--- config.mk ---
export PLATFORM = sky130hd
export DESIGN_NAME = security_alarm_ctrl
export DESIGN_NICKNAME = d
export VERILOG_FILES = /design/src/rtl/security_alarm_ctrl.sv
export SDC_FILE = /design/constraint.sdc
export NUM_CORES = 1
export LEC_CHECK = 0
export CAP_MARGIN = 5
export CORE_MARGIN = 4
export CORE_UTILIZATION = 45
export CTS_CLUSTER_DIAMETER = 120
export CTS_CLUSTER_SIZE = 8
export DETAILED_ROUTE_END_ITERATION = 16
export PLACE_DENSITY = 0.72
export SLEW_MARGIN = 20
export SYNTH_ARGS = -nofsm -noshare
export SYNTH_HDL_FRONTEND = slang
export SYNTH_SLANG_ARGS = --single-unit
--- constraint.sdc ---
create_clock -name clk -period 3.85 [get_ports clk]
set_clock_uncertainty 0.05 [all_clocks]
set_input_delay 0.77 -clock clk [delete_from_list [all_inputs] [get_ports clk]]
set_output_delay 0.77 -clock clk [all_outputs]
set_load 0.01 [all_outputs]
--- src/rtl/security_alarm_ctrl.sv ---
// House alarm controller: exit/entry delays, timed siren and a police-dispatch
// request/acknowledge handshake, all outputs registered alongside the state.
module security_alarm_ctrl #(
  parameter int NSENS      = 6,
  parameter int DOOR_IDX   = 0,
  parameter int EXIT_DLY   = 16,
  parameter int ENTRY_DLY  = 8,
  parameter int ALARM_TIME = 64
) (
  input  logic             clk,
  input  logic             rst_n,
  input  logic             main_sw,
  input  logic [NSENS-1:0] s1,
  input  logic             pol_ack,
  output logic             alarm,
  output logic             lights,
  output logic             call_to_pol,
  output logic             video_camera,
  output logic [2:0]       state_o
);

  localparam int MAX_A = (EXIT_DLY > ENTRY_DLY) ? EXIT_DLY : ENTRY_DLY;
  localparam int MAX_D = (MAX_A > ALARM_TIME) ? MAX_A : ALARM_TIME;
  localparam int CW    = (MAX_D > 1) ? $clog2(MAX_D) : 1;

  localparam logic [CW-1:0]    EXIT_LAST  = CW'(EXIT_DLY - 1);
  localparam logic [CW-1:0]    ENTRY_LAST = CW'(ENTRY_DLY - 1);
  localparam logic [CW-1:0]    ALARM_LAST = CW'(ALARM_TIME - 1);
  localparam logic [NSENS-1:0] DOOR_MASK  = NSENS'(1) << DOOR_IDX;

  typedef enum logic [2:0] {
    ST_DISARMED = 3'b000,
    ST_EXIT     = 3'b001,
    ST_ARMED    = 3'b010,
    ST_ENTRY    = 3'b011,
    ST_ALARM    = 3'b100
  } state_e;

  state_e        state_q, state_d;
  logic [CW-1:0] cnt_q, cnt_d;
  logic          notified_q, notified_d;
  logic          alarm_d, lights_d, call_d, camera_d;
  logic          door, other, timed;

  assign door  = s1[DOOR_IDX];
  assign other = |(s1 & ~DOOR_MASK);

  always_comb begin
    state_d = ST_DISARMED;
    timed   = 1'b0;
    case (state_q)
      ST_DISARMED: state_d = main_sw ? ST_EXIT : ST_DISARMED;
      ST_EXIT: begin
        timed = 1'b1;
        if (!main_sw)                state_d = ST_DISARMED;
        else if (cnt_q == EXIT_LAST) state_d = ST_ARMED;
        else                         state_d = ST_EXIT;
      end
      ST_ARMED: begin
        if (!main_sw)   state_d = ST_DISARMED;
        else if (other) state_d = ST_ALARM;
        else if (door)  state_d = ST_ENTRY;
        else            state_d = ST_ARMED;
      end
      ST_ENTRY: begin
        timed = 1'b1;
        if (!main_sw)                 state_d = ST_DISARMED;
        else if (other)               state_d = ST_ALARM;
        else if (cnt_q == ENTRY_LAST) state_d = ST_ALARM;
        else                          state_d = ST_ENTRY;
      end
      ST_ALARM: begin
        timed = 1'b1;
        if (!main_sw)                 state_d = ST_DISARMED;
        else if (cnt_q == ALARM_LAST) state_d = ST_ARMED;
        else                          state_d = ST_ALARM;
      end
      default: state_d = ST_DISARMED;
    endcase

    cnt_d = (timed && (state_d == state_q)) ? cnt_q + CW'(1) : '0;

    // notified survives ALARM->ARMED->ALARM so a re-trigger does not re-call
    if (state_d == ST_DISARMED)      notified_d = 1'b0;
    else if (call_to_pol && pol_ack) notified_d = 1'b1;
    else                             notified_d = notified_q;

    alarm_d  = (state_d == ST_ALARM);
    lights_d = (state_d == ST_EXIT) || (state_d == ST_ENTRY) || (state_d == ST_ALARM);
    camera_d = (state_d == ST_ENTRY) || (state_d == ST_ALARM);
    call_d   = (state_d == ST_ALARM) && !notified_d;
  end

  always_ff @(posedge clk or negedge rst_n) begin
    if (!rst_n) begin
      state_q      <= ST_DISARMED;
      cnt_q        <= '0;
      notified_q   <= 1'b0;
      alarm        <= 1'b0;
      lights       <= 1'b0;
      call_to_pol  <= 1'b0;
      video_camera <= 1'b0;
    end else begin
      state_q      <= state_d;
      cnt_q        <= cnt_d;
      notified_q   <= notified_d;
      alarm        <= alarm_d;
      lights       <= lights_d;
      call_to_pol  <= call_d;
      video_camera <= camera_d;
    end
  end

  assign state_o = state_q;

endmodule
==> impl_metrics.py <==
metrics = {
    "route": {
        "route.detailed.drc": 0,
        "ant_nets": 0,
        "drt_wl_total_um": 1470,
        "drt_iter0_drc": 10,
        "via_count": 583,
        "wire_per_inst_um": 14.1,
        "viasPerCell": 5.61,
        "first_pass_iters": 4,
    },
    "setup_path": {
        "crit_path_end_kind": "flip-flop",
        "critPathArrivalTime_ns": 2.48,
        "r2r_setup_slack_ns": 1.93,
        "startpoint_type": "primary input",
        "critPathKind": "in2reg",
        "path_cells": "clkdlybuf4s50_1 > nor4b_1 > o211ai_1 > a221o_2 > nor3b_1",
        "reg2reg_depth": 4,
        "worstPathRequired_ns": 3.98,
        "r2r_end": "cnt_q[4]",
        "crit_path_max_incr_delay_ns": 0.57,
        "cp_slowest_cell": "clkdlybuf4s50_1",
        "cp_max_fo": 7,
        "r2r_start": "state_o[2]",
        "crit_path_start": "main_sw",
    },
    "pwr": {
        "seqPwrFrac": 0.537,
        "p_leak_uw": 0.000413,
        "swShare": 0.211,
        "switchingPower_uw": 59.2,
        "p_int_uw": 222,
        "ir_drop_mv": 0.212,
        "p_comb_frac": 0.096,
        "clkPwrFrac": 0.367,
        "power_density_nw_per_um2": 293,
    },
    "global_routing": {
        "antenna_found_initial": 0,
        "grt-ovfl-total": 0,
        "grt_first_pass_wirelength_um": 2500,
        "grt_max_degree": 15,
        "track_usage": 0.132,
        "grt_pass1_vias": 590,
    },
    "synthesis": {
        "synth.avg_cell_area_um2": 10.7,
        "synth-edff-count": 0,
        "synth_seq_cells": 14,
        "ys_seq_area_frac": 0.460,
        "synth_nets": 82,
        "syn_area_um2": 762,
        "synth_cell_types": 34,
        "synthFlopType": "dfrtp_1",
        "ys_warn_count": 0,
        "ys_async_sr_fraction": 1.00,
        "synthCells": 71,
    },
    "layout": {
        "layout-drive-gt1-share": 0.114,
        "area_growth_pct": 25.8,
        "nets": 100,
        "fillers": 125,
        "design_area_um2": 958,
        "diodes": 0,
        "finalNonFillerCells": 104,
    },
    "die": {
        "die_height_um": 49.2,
        "fp-row-count": 14,
        "core_um2": 1560,
        "chipWidth_um": 49.2,
        "die-area_um2": 2420,
        "start_util": 0.489,
        "io_pins": 17,
    },
    "min_path": {
        "hold_start": "cnt_q[0]",
        "whs_path_depth": 1,
        "worstHoldPathType": "reg2reg",
        "whs_endpoint": "cnt_q[0]",
    },
    "sta": {
        "maxSlewHeadroom": 0.600,
        "rsz0062_at_grt": "no",
        "fin_ws_ns": 1.51,
        "period_needed_ns": 2.34,
        "tns_ns": 0,
        "setup_violations": 0,
        "fin_hold_ws_ns": 0.418,
        "max_freq_mhz": 427,
        "period_share": 0.609,
        "tightest_slew_ns": 0.597,
        "drv_slew": 0,
        "report.final.hold_viol_count": 0,
    },
    "cts": {
        "insertion_delay_ns": 0.27,
        "cts_tree": "built",
        "cts_hold_buf": 0,
        "cts_buffer_depth": 2,
        "clk_pin_slew_ns": 0.08,
        "cts_sinks": 14,
        "post_cts_buffers": 0,
        "cts_htree_levels": 1,
        "clock-root-buffer": "clkbuf_4",
        "cts_inserted_buffers": 3,
        "cts_resized": 0,
    },
    "placed_design": {
        "post-place-ws_ns": 1.22,
        "placed_area_um2": 922,
        "gp_congestion": 0.874,
        "placement.io_buffers": 16,
        "place_inst": 100,
        "dpl.hpwl_um": 1120,
    },
    "job": {
        "drv_cap": 0,
    },
    "outcome": {
        "status": "finished clean",
    },
}
## logic make-up (layout without fill, tap and decap cells)
group | after synthesis | after routing | synth area share
DFF | 14 | 14 | 0.460
and+or+nand+nor | 29 | 29 | 0.241
adders and majority gates | 1 | 1 | 0.0164
buffers and inverters | 8 | 25 | 0.0509
xor gates and xnor gates | 4 | 4 | 0.0460
AOI/OAI and AO/OA | 15 | 15 | 0.186
## placed cells by master (no fill, tap or decap), drive strengths merged, types with 3 or more instances in the layout
master,Yosys,layout
clkdlybuf4s50,0,16
dfrtp,14,14
nand2,5,5
nor2,5,5
inv,5,5
nor3b,5,5
clkbuf,1,4
o211ai,3,3
nand3,3,3
o2111ai,3,3
xnor2,3,3
## registers in the layout (all words and copies together) (netlist names)
name	flops
alarm	1
call_to_pol	1
cnt_q	6
lights	1
notified_q	1
state_o	3
video_camera	1
## per-stage QoR
| stage | total power, uW | util |
|---|---|---|
| final | 281 | 0.615 |
| after global routing | 295 | 0.615 |
| after CTS | 284 | 0.615 |
| after detailed placement | 181 | 0.591 |
| after global placement | 181 | 0.591 |
| after floorplan | 164 | - |
## metal layers
metal,wire [um],part of all wire,global-route usage
met5,0,0,0
met3,117,0.080,0.0550
met2,611,0.42,0.188
met1,721,0.49,0.178
met4,14,0.0096,0.0427
## power groups by stage
| stage | Clock [uW] | Combinational (uW) | Sequential, uW |
|---|---|---|---|
| 6_report | 103 | 26.9 | 151 |
| 5_1_grt | 114 | 29.7 | 151 |
| 4_1_cts | 106 | 27.3 | 151 |
| 3_5_place_dp | 0 | 27.1 | 154 |
| 3_3_place_gp | 0 | 26.8 | 154 |
| 2_1_floorplan | 0 | 10.1 | 154 |
## critical path, delay by kind of cell
family / cells / cell delay [ns]
buf+inv: 1 / 0.57
simple gates: 2 / 0.57
compound gates: 2 / 0.56
## final cells by class
cell class                 count  area, um^2  share of cell area
multi-input combinational     49         373               0.389
sequential                    14         350               0.366
timing repair buffer          16         160               0.167
clock buffer                   4        36.3              0.0379
tap                           16        20.0              0.0209
inverter                       5        18.8              0.0196
## Yosys cell counts, types with 3 or more instances
library cell | number | area (um^2)
dfrtp_1 | 14 | 350
inv_1 | 5 | 18.8
nand2_1 | 5 | 18.8
nand3_1 | 3 | 15.0
nor2_1 | 5 | 18.8
nor3b_1 | 5 | 37.5
o2111ai_1 | 3 | 26.3
o211ai_1 | 3 | 22.5
xnor2_1 | 3 | 26.3
## worst max path at each step
stage	to	slack, ns
2_1_floorplan	cnt_q[4]	1.92
3_3_place_gp	cnt_q[4]	1.30
3_5_place_dp	cnt_q[1]	1.22
4_1_cts	cnt_q[1]	1.50
5_1_grt	cnt_q[5]	1.34
6_report	cnt_q[5]	1.51
(Power assumes the default switching activity.)
